<file path="src/rtl/capture_pkg.sv">
// capture_pkg -- shared widths and FIFO entry type for capture_sync_fifo.
//   CODE_W  : width of a captured code
//   TS_W    : width of the optional capture timestamp
//   entry_t : one FIFO entry (code, plus timestamp when CAPTURE_TIMESTAMP_EN
//             is defined)
package capture_pkg;

    localparam int CODE_W = 4;
    localparam int TS_W   = 16;

    typedef struct packed {
`ifdef CAPTURE_TIMESTAMP_EN
        logic [TS_W-1:0]   ts;
`endif
        logic [CODE_W-1:0] code;
    } entry_t;

endpackage

</file>
<file path="src/rtl/capture_sync_fifo_if.sv">
// capture_sync_fifo_if -- consumer-side bundle of capture_sync_fifo.
//   out_valid     : FIFO head holds a code
//   out_ready     : consumer accepts the head this cycle
//   out_code      : code at FIFO head
//   count         : current occupancy
//   overflow      : sticky, a capture event was dropped
//   out_timestamp : head timestamp (only with CAPTURE_TIMESTAMP_EN)
// master = FIFO side, slave = consumer side.
interface capture_sync_fifo_if #(
    parameter int DEPTH = 8
);
    import capture_pkg::*;

    logic                     out_valid;
    logic                     out_ready;
    logic [CODE_W-1:0]        out_code;
    logic [$clog2(DEPTH):0]   count;
    logic                     overflow;
`ifdef CAPTURE_TIMESTAMP_EN
    logic [TS_W-1:0]          out_timestamp;

    modport master (output out_valid, out_code, count, overflow, out_timestamp,
                    input  out_ready);
    modport slave  (input  out_valid, out_code, count, overflow, out_timestamp,
                    output out_ready);
`else
    modport master (output out_valid, out_code, count, overflow,
                    input  out_ready);
    modport slave  (input  out_valid, out_code, count, overflow,
                    output out_ready);
`endif

endinterface

</file>
<file path="src/rtl/sync_chain.sv">
// sync_chain -- plain flop chain used to bring an asynchronous bus into clk.
//   clk, reset : clock, synchronous active-high reset (clears every stage)
//   d          : asynchronous input
//   q          : output of the last stage
module sync_chain #(
    parameter int STAGES = 2,
    parameter int WIDTH  = 1
) (
    input  logic             clk,
    input  logic             reset,
    input  logic [WIDTH-1:0] d,
    output logic [WIDTH-1:0] q
);

    logic [STAGES-1:0][WIDTH-1:0] stg;

    always_ff @(posedge clk) begin
        if (reset) begin
            stg <= '0;
        end else begin
            stg[0] <= d;
            for (int i = 1; i < STAGES; i++) stg[i] <= stg[i-1];
        end
    end

    assign q = stg[STAGES-1];

endmodule

</file>
<file path="src/rtl/capture_sync_fifo.sv">
// capture_sync_fifo -- synchronizes an asynchronous capture flag/code pair,
// turns each flag rising edge into one push, and buffers the codes in a
// first-word fall-through FIFO.
//   clk, reset        : clock, synchronous active-high reset
//   flag_async        : asynchronous capture flag
//   code_async        : captured code, stable while flag_async is high
//   out (master)      : out_valid/out_ready/out_code/count/overflow
//                       (+ out_timestamp)
// Optional feature: define CAPTURE_TIMESTAMP_EN to stamp every entry with a
// free-running 16-bit cycle count and expose it as out.out_timestamp.
module capture_sync_fifo
    import capture_pkg::*;
#(
    parameter int DEPTH       = 8,
    parameter int SYNC_STAGES = 2
) (
    input  logic                       clk,
    input  logic                       reset,
    input  logic                       flag_async,
    input  logic [CODE_W-1:0]          code_async,
    capture_sync_fifo_if.master        out
);

    localparam int PTR_W = $clog2(DEPTH);
    localparam int CNT_W = PTR_W + 1;

    // ---------------- synchronizers ----------------
    logic              flag_s;
    logic [CODE_W-1:0] code_s;

    sync_chain #(.STAGES(SYNC_STAGES), .WIDTH(1)) u_flag_sync (
        .clk(clk), .reset(reset), .d(flag_async), .q(flag_s)
    );
    sync_chain #(.STAGES(SYNC_STAGES), .WIDTH(CODE_W)) u_code_sync (
        .clk(clk), .reset(reset), .d(code_async), .q(code_s)
    );

    // ---------------- edge detect ----------------
    // The detected edge is registered together with its code so the push
    // happens on the following edge; this gives the fixed SYNC_STAGES+2
    // latency and keeps the FIFO write path off the edge-detect logic.
    logic              flag_prev;
    logic              evt;
    logic [CODE_W-1:0] evt_code;

    always_ff @(posedge clk) begin
        if (reset) begin
            flag_prev <= 1'b0;
            evt       <= 1'b0;
            evt_code  <= '0;
        end else begin
            flag_prev <= flag_s;
            evt       <= flag_s & ~flag_prev;
            evt_code  <= code_s;
        end
    end

`ifdef CAPTURE_TIMESTAMP_EN
    logic [TS_W-1:0] ts_cnt;

    always_ff @(posedge clk) begin
        if (reset) ts_cnt <= '0;
        else       ts_cnt <= ts_cnt + TS_W'(1);
    end
`endif

    // ---------------- FIFO ----------------
    entry_t           mem [DEPTH];
    entry_t           wr_e;
    entry_t           head;
    logic [PTR_W-1:0] wptr, rptr;
    logic [CNT_W-1:0] cnt;
    logic             ovf;
    logic             full, pop, push, drop;

    assign full = (cnt == CNT_W'(DEPTH));
    assign pop  = (cnt != '0) && out.out_ready;
    // A full FIFO still accepts the new code when the head leaves this cycle.
    assign push = evt && (!full || pop);
    assign drop = evt && full && !pop;

    always_comb begin
        wr_e      = '0;
        wr_e.code = evt_code;
`ifdef CAPTURE_TIMESTAMP_EN
        wr_e.ts   = ts_cnt;
`endif
    end

    always_ff @(posedge clk) begin
        if (!reset && push) mem[wptr] <= wr_e;
    end

    always_ff @(posedge clk) begin
        if (reset) begin
            wptr <= '0;
            rptr <= '0;
            cnt  <= '0;
            ovf  <= 1'b0;
        end else begin
            if (push) wptr <= wptr + PTR_W'(1);
            if (pop)  rptr <= rptr + PTR_W'(1);
            case ({push, pop})
                2'b10:   cnt <= cnt + CNT_W'(1);
                2'b01:   cnt <= cnt - CNT_W'(1);
                default: cnt <= cnt;
            endcase
            if (drop) ovf <= 1'b1;
        end
    end

    assign head          = mem[rptr];
    assign out.out_valid = (cnt != '0);
    assign out.out_code  = out.out_valid ? head.code : '0;
    assign out.count     = cnt;
    assign out.overflow  = ovf;
`ifdef CAPTURE_TIMESTAMP_EN
    assign out.out_timestamp = out.out_valid ? head.ts : '0;
`endif

endmodule

</file>
<file path="src/flat_wrapper.sv">
// flat-port wrapper written by rule: the top's interface ports become plain ports
module capture_sync_fifo_flat import capture_pkg::*;
#(
    parameter int DEPTH       = 8,
    parameter int SYNC_STAGES = 2
)
  (clk, reset, flag_async, code_async, out_out_valid, out_out_code, out_count, out_overflow, out_out_ready);
  capture_sync_fifo_if #(.DEPTH(DEPTH)) out_i ();
  input  logic clk;
  input  logic reset;
  input  logic flag_async;
  input  logic [CODE_W-1:0] code_async;
  output wire logic [$bits(out_i.out_valid)-1:0] out_out_valid;
  output wire logic [$bits(out_i.out_code)-1:0] out_out_code;
  output wire logic [$bits(out_i.count)-1:0] out_count;
  output wire logic [$bits(out_i.overflow)-1:0] out_overflow;
  input wire logic [$bits(out_i.out_ready)-1:0] out_out_ready;
  assign out_out_valid = out_i.out_valid;
  assign out_out_code = out_i.out_code;
  assign out_count = out_i.count;
  assign out_overflow = out_i.overflow;
  assign out_i.out_ready = out_out_ready;
  capture_sync_fifo #(.DEPTH(DEPTH), .SYNC_STAGES(SYNC_STAGES)) u_core (.clk(clk), .reset(reset), .flag_async(flag_async), .code_async(code_async), .out(out_i));
endmodule
</file>
<file path="config.mk">
export PLATFORM = sky130hd
export DESIGN_NAME = capture_sync_fifo_flat
export DESIGN_NICKNAME = d
export VERILOG_FILES = /design/src/rtl/capture_pkg.sv /design/src/rtl/capture_sync_fifo_if.sv /design/src/rtl/sync_chain.sv /design/src/rtl/capture_sync_fifo.sv /design/src/flat_wrapper.sv
export SDC_FILE = /design/constraint.sdc
export NUM_CORES = 1
export LEC_CHECK = 0
export CAP_MARGIN = 20
export CORE_MARGIN = 5
export CORE_UTILIZATION = 30
export CTS_BUF_LIST = sky130_fd_sc_hd__clkbuf_16
export CTS_CLUSTER_SIZE = 16
export DETAILED_ROUTE_END_ITERATION = 10
export GPL_ROUTABILITY_DRIVEN = 0
export SLEW_MARGIN = 25
export SYNTH_ARGS = -nofsm -noshare
export SYNTH_HDL_FRONTEND = slang
export SYNTH_SLANG_ARGS = --single-unit
export TNS_END_PERCENT = 5
</file>
<file path="constraint.sdc">
create_clock -name clk -period 5.9 [get_ports clk]
set_input_delay 1.18 -clock clk [delete_from_list [all_inputs] [get_ports clk]]
set_output_delay 1.18 -clock clk [all_outputs]
set_load 0.05 [all_outputs]
</file>
==> results of run 1 <==
worst max-delay path, stage by stage, from the launching register on:
cell and delay [ps]:
dfxtp_1 670, mux4_2 590, mux2i_1 180, nor2_1 60, clkdlybuf4s50_1 700
report_power, final:
| group | leakage, nW | total, mW | switching (mW) | internal, mW |
|---|---|---|---|---|
| clock network | 0.149 | 0.486 | 0.166 | 0.319 |
| logic | 0.341 | 0.154 | 0.0909 | 0.0629 |
| registers | 0.535 | 0.479 | 0.0164 | 0.463 |
| total | 1.02 | 1.12 | 0.273 | 0.845 |
metal layers:
metal | vias to the layer above | global-route usage | wire [µm]
met5 | - | 0 | 0
met1 | 600 | 0.1074 | 1788
met3 | 9 | 0.04388 | 182
met2 | 26 | 0.1307 | 1742
met4 | 0 | 0.04412 | 89
li1 | 640 | - | -
worst paths after layout:
path / startpoint / endpoint / slack [ps] / cells after the start
hold reg to reg: u_core.flag_prev / u_core.evt / 390 / 1
setup reg to reg: u_core.out.count[0] / u_core.out.count[2] / 3330 / 12
setup / recovery: register / out_out_code[0] / 2210 / 4
hold / removal: u_core.flag_prev / u_core.evt / 390 / 1
layout by cell type, fill, tap and decap left out, drive strengths merged:
cell type	n
a21oi	6
a31o	1
a32o	1
buf	1
bufinv	1
clkbuf	9
clkdlybuf4s50	17
clkinv	3
clkinvlp	1
dfxtp	30
edfxtp	32
ha	5
inv	5
mux2	1
mux2i	5
mux4	8
nand2	7
nand2b	3
nand3	2
nand3b	1
nor2	18
nor2b	17
nor3	3
nor3b	1
nor4	2
nor4b	1
o21a	1
o21ai	2
o22ai	1
or3	2
xnor2	1
xor2	5
layout make-up:
| class | instances | share of cell area |
|---|---|---|
| multi-input cells | 94 | 0.2605 |
| clock buffers | 9 | 0.07686 |
| flip-flops and latches | 62 | 0.5329 |
| clock inverters | 7 | 0.02007 |
| inverters | 3 | 0.005551 |
| repair buffers | 18 | 0.06063 |
| well taps | 102 | 0.04355 |
flip-flops by register name, indices dropped and copies added, names as in the netlist, 3 cells and up, named ones only:
register,count
u_core.u_code_sync.q,4
u_core.evt_code,4
u_core.wptr,3
u_core.out.count,4
u_core.mem,32
u_core.rptr,3
u_core.u_code_sync.stg,4
kinds of logic (layout without fill, tap and decap cells):
logic type / Yosys count / after routing / synth area share
and+or+nand+nor: 57 / 57 / 0.1331
AOI/OAI and AO/OA: 12 / 12 / 0.03539
DFF: 62 / 62 / 0.6593
adders and majority gates: 5 / 5 / 0.02641
xor gates and xnor gates: 6 / 6 / 0.02536
muxes: 14 / 14 / 0.1020
buffers and inverters: 10 / 37 / 0.01848
metrics by stage:
step / total power [mW] / instance area, µm² / hold WS, ps / utilization / instances
global placement: 0.6433 / 2646 / 373.5 / 0.3425 / 279
finish: 1.119 / 2930 / 385.4 / 0.3792 / 295
global route: 1.173 / 2930 / 396.3 / 0.3792 / 295
floorplan: 0.5978 / 2369 / 367.4 / - / 166
CTS: 1.133 / 2930 / 389.0 / 0.3792 / 295
detailed placement: 0.6441 / 2646 / 382.0 / 0.3425 / 279
==> flow_summary.json, run 1 <==
{
  "synth_top_area_cell": "edfxtp_1",
  "netlist.area_leader.share": 0.4057,
  "vdd_drop_max_uv": 147.7,
  "synth_edf_count": 32,
  "start_util": 0.3065,
  "post-route-period-util": 0.6257,
  "p_per_area_nw_per_um2": 381.7,
  "synthesis.area_um2": 2369,
  "setup_slack_ps": 2208,
  "cts_resized": 0,
  "hpwl_um": 2631,
  "ant_nets": 0,
  "grt_pass1_vias": 1296,
  "cts_setup_buffers": 0,
  "core_um2": 7727,
  "finalWirelength_um": 3802,
  "critical_path_class": "register to output port",
  "clk_pin_slew_ps": 50,
  "status": "completed",
  "viasPerCell": 4.322,
  "overflow": 0,
  "dr.pass1.iters": 4,
  "clock.fmax_mhz": 270.9,
  "tns_ps": 0,
  "clk_latency_ps": 320,
  "via_count": 1275,
  "critical_path_arrival_ps": 2510,
  "syn_nets": 179,
  "setup_violations": 0,
  "startpoint_type": "register",
  "area_delta_synth_final_pct": 23.72,
  "hold_buffers": 0,
  "preCtsSetupSlack_ps": 2331,
  "crit_fanout": 8,
  "clock_skew_ps": 4.728,
  "period_needed_ps": 3692,
  "drtIter0Drc": 44,
  "synth_ff_type": "edfxtp_1",
  "clock_tree.buffer_depth": 2,
  "leakage_nw": 1.025,
  "htreeDepth": 3,
  "async_flop_share": 0,
  "antenna_cells": 0,
  "fin_nets": 201,
  "portBuffers": 17,
  "wl_per_cell_um": 12.89,
  "multi_input_area_um2": 763.2,
  "finalHoldViolCount": 0,
  "grt_pass1_wl_um": 6486,
  "drive_gt1_frac": 0.1710,
  "drc_errors": 0,
  "max_cap_violations": 0,
  "yosys.cell_types.count": 37,
  "slew_violations": 0,
  "io_pins": 18,
  "n_fill_cell": 741,
  "yosysSeqAreaShare": 0.6593,
  "avgSynthCellArea_um2": 14.27,
  "grt_max_degree": 32,
  "cts_made_buffers": 9,
  "crit_required_ps": 4720,
  "synthCells": 166,
  "rsz0062_at_grt": "no",
  "slew_headroom": 0.3366,
  "synth.most_common_cell": "edfxtp_1",
  "tightest_slew_ps": 986.0,
  "hp-class": "register to register",
  "ys_seq_elements": 62,
  "root_buffer": "clkbuf_16",
  "antenna_found_initial": 0,
  "ys_top_cells_by_area": "edfxtp_1 41%, dfxtp_1 25%, mux4_2 7.6%, nor2b_1 4.5%, nor2_1 2.7%",
  "endpoint_kind": "output port",
  "clkSinkCount": 62,
  "grt.total_usage": 0.08871,
  "rows": 32,
  "die_y_um": 98.86,
  "fp.dieArea_um2": 9772,
  "yosys-top-cells-count": "32 x edfxtp_1, 30 x dfxtp_1, 17 x nor2_1, 17 x nor2b_1, 8 x mux4_2",
  "die_w_um": 98.86,
  "cts_tree": "done",
  "regArea_um2": 1562,
  "synth_warnings": 0
}
(Power assumes the default switching activity.)
==> run 2: changes to the inputs <==
- clock period: 5.9 -> 3.81 ns (I/O delays scaled with it)
==> run 2 against run 1 <==
Effect of this change:
- power increased by 51%
- critical endpoint is now out_out_code[1]
- critical path type unchanged
- sequential share of layout area decreased by 0.091 points
- die area unchanged
- sequential power increased by 55%
- wire length decreased by 1.6%
- worst hold slack got worse by 2.3 ps
- critical path depth unchanged
- via count increased by 1.1%
- register-to-register slack got worse by 2100 ps
- sequential cell count unchanged
- combinational power increased by 56%
- non-clock buffer count increased by 3
==> flow_summary.json, run 2 (synthesized netlist as in run 1, its figures left out) <==
{
  "status": "completed",
  "fin_cells": 298,
  "slew_headroom": 0.5003,
  "fin_util": 0.3799,
  "ant_nets": 0,
  "period_needed_ps": 3298,
  "antenna_found_initial": 0,
  "p_per_area_nw_per_um2": 573.9,
  "rsz0062_at_grt": "no",
  "via_count": 1289,
  "io_pins": 18,
  "hpwl_um": 2600,
  "start_util": 0.3065,
  "clkSinkCount": 62,
  "rr_startpoint": "u_core.out.count[0]",
  "finalHoldViolCount": 0,
  "largest_reg_flops": 32,
  "antenna_cells": 0,
  "cts_resized": 0,
  "regMostFlops": "u_core.mem",
  "viasPerCell": 4.326,
  "die_y_um": 98.86,
  "startpoint_type": "register",
  "timing.hold.ws_ps": 383.1,
  "clk_pin_slew_ps": 50,
  "leakage_nw": 1.019,
  "post-route-period-util": 0.8656,
  "fin_nets": 204,
  "layout_common_cells": "32 x edfxtp_1, 30 x dfxtp_1, 17 x nor2_1, 17 x nor2b_1, 17 x clkdlybuf4s50_1",
  "clk_latency_ps": 320,
  "grt_pass1_wl_um": 6472,
  "drc_errors": 0,
  "cts_setup_buffers": 0,
  "critical_path_arrival_ps": 2540,
  "dr.pass1.iters": 4,
  "tightest_slew_ps": 743.8,
  "die_w_um": 98.86,
  "cts_tree": "done",
  "finalWirelength_um": 3743,
  "post-place-cells": 282,
  "core_um2": 7727,
  "hold_buffers": 0,
  "htreeDepth": 3,
  "setup_violations": 0,
  "tns_ps": 0,
  "critical_path_class": "register to output port",
  "portBuffers": 17,
  "fp.dieArea_um2": 9772,
  "drtIter0Drc": 66,
  "area_delta_synth_final_pct": 23.93,
  "grt_pass1_vias": 1333,
  "slew_violations": 0,
  "vdd_drop_max_uv": 297.1,
  "root_buffer": "clkbuf_16",
  "crit_required_ps": 3050,
  "max_cap_violations": 0,
  "hp-class": "register to register",
  "endpoint_kind": "output port",
  "rows": 32,
  "crit_fanout": 8,
  "grt_max_degree": 28,
  "final_common_cell": "edfxtp_1",
  "wl_per_cell_um": 12.56,
  "clock_tree.buffer_depth": 2,
  "totalPowerFinal_mw": 1.685,
  "drive_gt1_frac": 0.1888,
  "min-delay-start": "u_core.flag_prev",
  "overflow": 0,
  "clock.fmax_mhz": 303.2,
  "grt.total_usage": 0.08758,
  "cts_made_buffers": 9,
  "clock_skew_ps": 4.201
}
-- run 2: changes by cell type in the layout (fill, tap and decap cells not counted) --
cell | before | now
buf_4 | 1 | 4
bufinv_16 | 1 | 0
clkinv_1 | 0 | 2
clkinv_4 | 1 | 2
clkinvlp_4 | 1 | 2
inv_1 | 4 | 1
-- run 2: critical path, stage by stage (launching register included) --
cell	delay [ps]
dfxtp_1	680
mux4_2	590
mux2i_1	190
nor2_1	60
clkdlybuf4s50_1	700
-- run 2: final timing paths --
kind / slack, ps / depth (start not counted) / end
setup / recovery: 510 / 4 / out_out_code[1]
hold / removal: 380 / 1 / u_core.evt
setup reg to reg: 1250 / 12 / u_core.out.count[2]
hold reg to reg: 380 / 1 / u_core.evt
-- run 2: layout make-up --
cell class                 count  area (µm²)
fill                         742        4792
sequential                    62        1562
multi-input combinational     94       763.2
clock buffer                   9       225.2
timing repair buffer          21       200.2
tap                          102       127.6
clock inverter                 7       41.29
inverter                       3       16.27
-- run 2: power by group --
part / total (mW) / switching, mW / internal (mW)
clock: 0.703 / 0.271 / 0.432
combinational: 0.240 / 0.142 / 0.0980
sequential: 0.741 / 0.0251 / 0.716
-- run 2: per-stage QoR --
| step | setup WS [ps] | instance area [µm²] |
|---|---|---|
| after floorplan | 1077 | 2369 |
| after global placement | 715.6 | 2669 |
| after detailed placement | 666.4 | 2669 |
| after CTS | 473.8 | 2935 |
| after global routing | 345.8 | 2935 |
| final | 512.2 | 2935 |
-- run 2: metal layers --
layer	track usage	up-vias	wire, µm	part of all wire
met4	0.04412	0	98	0.026
met5	0	-	0	0
met3	0.04317	10	207	0.055
li1	-	644	-	-
met2	0.1255	23	1605	0.43
met1	0.1090	612	1831	0.49
==> variant 1, RTL diff (flow settings as in run 1) <==
`DEPTH` is set to 8 in 3 places; all go to 32.
--- a/src/rtl/capture_sync_fifo_if.sv
+++ b/src/rtl/capture_sync_fifo_if.sv
@@ -7,7 +7,7 @@
 //   out_timestamp : head timestamp (only with CAPTURE_TIMESTAMP_EN)
 // master = FIFO side, slave = consumer side.
 interface capture_sync_fifo_if #(
-    parameter int DEPTH = 8
+    parameter int DEPTH = 32
 );
     import capture_pkg::*;
 
--- a/src/rtl/capture_sync_fifo.sv
+++ b/src/rtl/capture_sync_fifo.sv
@@ -11,7 +11,7 @@
 module capture_sync_fifo
     import capture_pkg::*;
 #(
-    parameter int DEPTH       = 8,
+    parameter int DEPTH       = 32,
     parameter int SYNC_STAGES = 2
 ) (
     input  logic                       clk,
--- a/src/flat_wrapper.sv
+++ b/src/flat_wrapper.sv
@@ -1,7 +1,7 @@
 // flat-port wrapper written by rule: the top's interface ports become plain ports
 module capture_sync_fifo_flat import capture_pkg::*;
 #(
-    parameter int DEPTH       = 8,
+    parameter int DEPTH       = 32,
     parameter int SYNC_STAGES = 2
 )
   (clk, reset, flag_async, code_async, out_out_valid, out_out_code, out_count, out_overflow, out_out_ready);
Ports: changed (resized out_count); port bits go from 18 to 20. No check against the original RTL was run, so the function may have changed too.
==> variant 1 against run 1 <==
Maximum frequency is 19% lower; routed wire length rose to 3.4 times the old value; setup slack worse by 0.87 ns; global-route usage up 2.4 points; total power grew to 2.9 times the old value; sequential cell count up 104; cell area increased to 2.6 times the old value; synthesized area rose to 2.8 times the old value; core utilization fell by 2.4 points.
==> variant 1: results (changes against run 1) <==
* Register share of the cell area at 59.7% (was 53.3%)
* Tot GR Track Use at 11.2% (was 8.87%)
* Power per cell area at 422 nW/um^2 (was 382 nW/um^2)
* Distinct cells, synth at 50 (was 37)
* FF+latch count, synth at 166 (was 62)
* Worst Path Max Fanout at 24 (was 8)
* Status: finished, final reports clean (unchanged)
* Area of the multi-input gates at 1890 um^2 (was 763 um^2)
* H-Tree Depth at 4 (was 3)
* Met2 Use GR at 17.4% (was 13.1%)
* WL met2 at 6.24 mm (was 1.74 mm)
* Lkg Pwr at 0.00232 uW (was 0.00102 uW)
* Number of synthesized flops with an enable pin at 128 (was 32)
* I/O Buffers at 19 (was 17)
* Met3 Use GR at 2.91% (was 4.39%)
* Max reg flops at 128 (was 32)
* Post-route insts no fill at 735 (was 295)
* Non-clk bufs at 23 (was 18)
* Worst skew pair latency at 0.43 ns (was 0.32 ns)
* Core Rows at 54 (was 32)
* Initial DRC Count at 217 (was 44)
* M1 WL at 5.91 mm (was 1.79 mm)
* Pin count of the biggest net entering global routing at 37 (was 32)
* Synth Net Count at 437 (was 179)
* Clock network area share at 8.28% (was 9.69%)
* Top cells by area, synth: edfxtp_1 58%, dfxtp_1 11%, mux4_2 8.2%, mux2i_1 3.3%, nor2_1 3.2% (was edfxtp_1 41%, dfxtp_1 25%, mux4_2 7.6%, nor2b_1 4.5%, nor2_1 2.7%)
* Critical R2R Launch: u_core.out.count[3] (was u_core.out.count[0])
* Fraction of layout cells with a size suffix above 1 at 16.3% (was 17.1%)
* Reg2reg setup slack at 3.29 ns (was 3.33 ns)
* Syn-to-layout area delta at 16.7% (was 23.7%)
* CP delay by family, top: buffers and inverters (was multiplexers)
* Vias in the first global route at 3759 (was 1296)
* Layout Nets at 457 (was 201)
* WL final at 13.1 mm (was 3.80 mm)
* # clk buffers at 17 (was 9)
* WP data arrival at 3.38 ns (was 2.51 ns)
* Slew Limit Headroom at 41.3% (was 33.7%)
* Via/cell ratio at 4.82 (was 4.32)
-- variant 1: cell types whose count changed in the layout (fill, tap and decap cells not counted), moves of 8 or more --
cell / before / now
mux4_2: 8 / 24
nor2b_1: 17 / 26
edfxtp_1: 32 / 128
mux2i_1: 5 / 22
a22oi_1: 0 / 8
clkbuf_16: 9 / 17
nor2_1: 17 / 57
-- variant 1: how the worst max path moves through the flow --
| stage | end | slack (ns) | cells after the start |
|---|---|---|---|
| floorplan | out_out_code[3] | 2.31 | 7 |
| global placement | out_out_code[1] | 1.78 | 7 |
| detailed placement | out_out_code[3] | 1.74 | 7 |
| CTS | out_out_code[3] | 1.28 | 7 |
| global route | out_out_code[3] | 1.09 | 7 |
| finish | out_out_code[3] | 1.34 | 7 |
-- variant 1: kinds of logic after synthesis --
family	Yosys count	synth area share, %
buffers and inverters	25	1.85
adders and majority gates	6	1.13
AOI/OAI and AO/OA	38	4.21
and+or+nand+nor	129	9.92
DFF	166	69.6
xor gates and xnor gates	10	1.32
muxes	49	12.0
==> variant 2, RTL diff (config.mk and constraints of run 1) <==
Made on the original files. Compare `cnt` against `CNT_W'(DEPTH)` with >= in place of ==.
--- a/src/rtl/capture_sync_fifo.sv
+++ b/src/rtl/capture_sync_fifo.sv
@@ -73,7 +73,7 @@
     logic             ovf;
     logic             full, pop, push, drop;
 
-    assign full = (cnt == CNT_W'(DEPTH));
+    assign full = (cnt >= CNT_W'(DEPTH));
     assign pop  = (cnt != '0) && out.out_ready;
     // A full FIFO still accepts the new code when the head leaves this cycle.
     assign push = evt && (!full || pop);
Check against the original RTL: same outputs for any inputs over 10 cycles, from zero or initial values and one cycle with reset high; that may be too few to reach the edited logic, so the function may still have changed.
==> variant 2 against run 1 <==
Cell area grew 0.43%; total power grew 7.6%; setup slack lost 0.0084 ns; critical path depth did not move; sequential share of layout area is 0.23 points lower; core utilization rose by 0.56 points; global-route usage is 0.25 points lower; count of clock-buffer cells in the layout unchanged; via count is 0.55% higher; die area down 1.3%; sequential cell count stayed put; routed wire length up 0.68%; synthesized area down 1.5%; highest routed layer unchanged.
==> variant 2: results (changes against run 1) <==
* Pre-CTS WS at 2.36 ns (was 2.33 ns)
* Reg2Reg Depth at 11 (was 12)
* Top post-synthesis cells by count: 32 x edfxtp_1, 30 x dfxtp_1, 21 x nor2_1 (was 32 x edfxtp_1, 30 x dfxtp_1, 17 x nor2_1, 17 x nor2b_1, 8 x mux4_2)
* WP data arrival at 2.52 ns (was 2.51 ns)
* Status: finished, final reports clean (unchanged)
* Vias after detailed routing at 1282 (was 1275)
* Antenna fix cells at 0 (unchanged)
* Distinct cells, synth at 29 (was 37)
* Met3 wire length at 193 um (was 182 um)
* Top cells by area, synth: edfxtp_1 41%, dfxtp_1 26%, mux4_2 7.7%, nor2b_1 4.6%, nor2_1 3.4% (was edfxtp_1 41%, dfxtp_1 25%, mux4_2 7.6%, nor2b_1 4.5%, nor2_1 2.7%)
* Tot GR Track Use at 8.62% (was 8.87%)
* Peak Freq at 270 MHz (was 271 MHz)
* Lkg Pwr at 0.00103 uW (was 0.00102 uW)
* Met2 Use GR at 13.9% (was 13.1%)
* Sw Share at 22.7% (was 24.5%)
* WL final at 3.83 mm (was 3.80 mm)
* First-pass GRT wire length at 6.41 mm (was 6.49 mm)
* Gate Count Post-Synth at 166 (unchanged)
* CP delay by family, top: multiplexers (unchanged)
* Placed Cells at 280 (was 279)
* Clk. pwr at 571 uW (was 486 uW)
* DP Wirelength at 2.65 mm (was 2.63 mm)
* Met3 Use GR at 3.50% (was 4.39%)
* Slew Limit Headroom at 41.3% (was 33.7%)
* Post-synth ARST share at 0% (unchanged)
* M1 GR Usage at 10.3% (was 10.7%)
* Initial DRC Count at 68 (was 44)
* Pin count of the biggest net entering global routing at 32 (unchanged)
* Reg2reg setup slack at 3.40 ns (was 3.33 ns)
* Seq. pwr at 480 uW (was 479 uW)
* Fraction of layout cells with a size suffix above 1 at 14.5% (was 17.1%)
* Layout Nets at 202 (was 201)
* WL met2 at 1.84 mm (was 1.74 mm)
* Fill count at 709 (was 741)
* Critical R2R Launch: u_core.out.count[1] (was u_core.out.count[0])
* Net Sw Power at 273 uW (about the same)
* M1 WL at 1.74 mm (was 1.79 mm)
* Peak VDD IR at 0.000197 V (was 0.000148 V)
==> variant 2: kinds of logic (layout without fill, tap and decap cells) <==
group / count (synthesis) / in the layout / share of synthesized area [%]
AOI/OAI and AO/OA: 10 / 10 / 2.47
xor gates and xnor gates: 6 / 6 / 2.25
adders and majority gates: 5 / 5 / 2.68
buffers and inverters: 9 / 36 / 1.50
DFF: 62 / 62 / 66.9
muxes: 14 / 14 / 10.5
and+or+nand+nor: 60 / 60 / 13.7
==> variant 2: per-stage QoR <==
step | area, um^2 | hold WS [ns]
after global placement | 2620 | 0.373
after floorplan | 2330 | 0.367
final | 2940 | 0.383
after global routing | 2940 | 0.397
after CTS | 2940 | 0.387
after detailed placement | 2620 | 0.384
==> variant 2: area by class of cell <==
type	instances	area share, %
clock inverter	6	3.49
multi-input combinational	95	25.0
clock buffer	9	7.65
inverter	3	0.383
tap	102	4.34
sequential	62	53.1
timing repair buffer	18	6.04
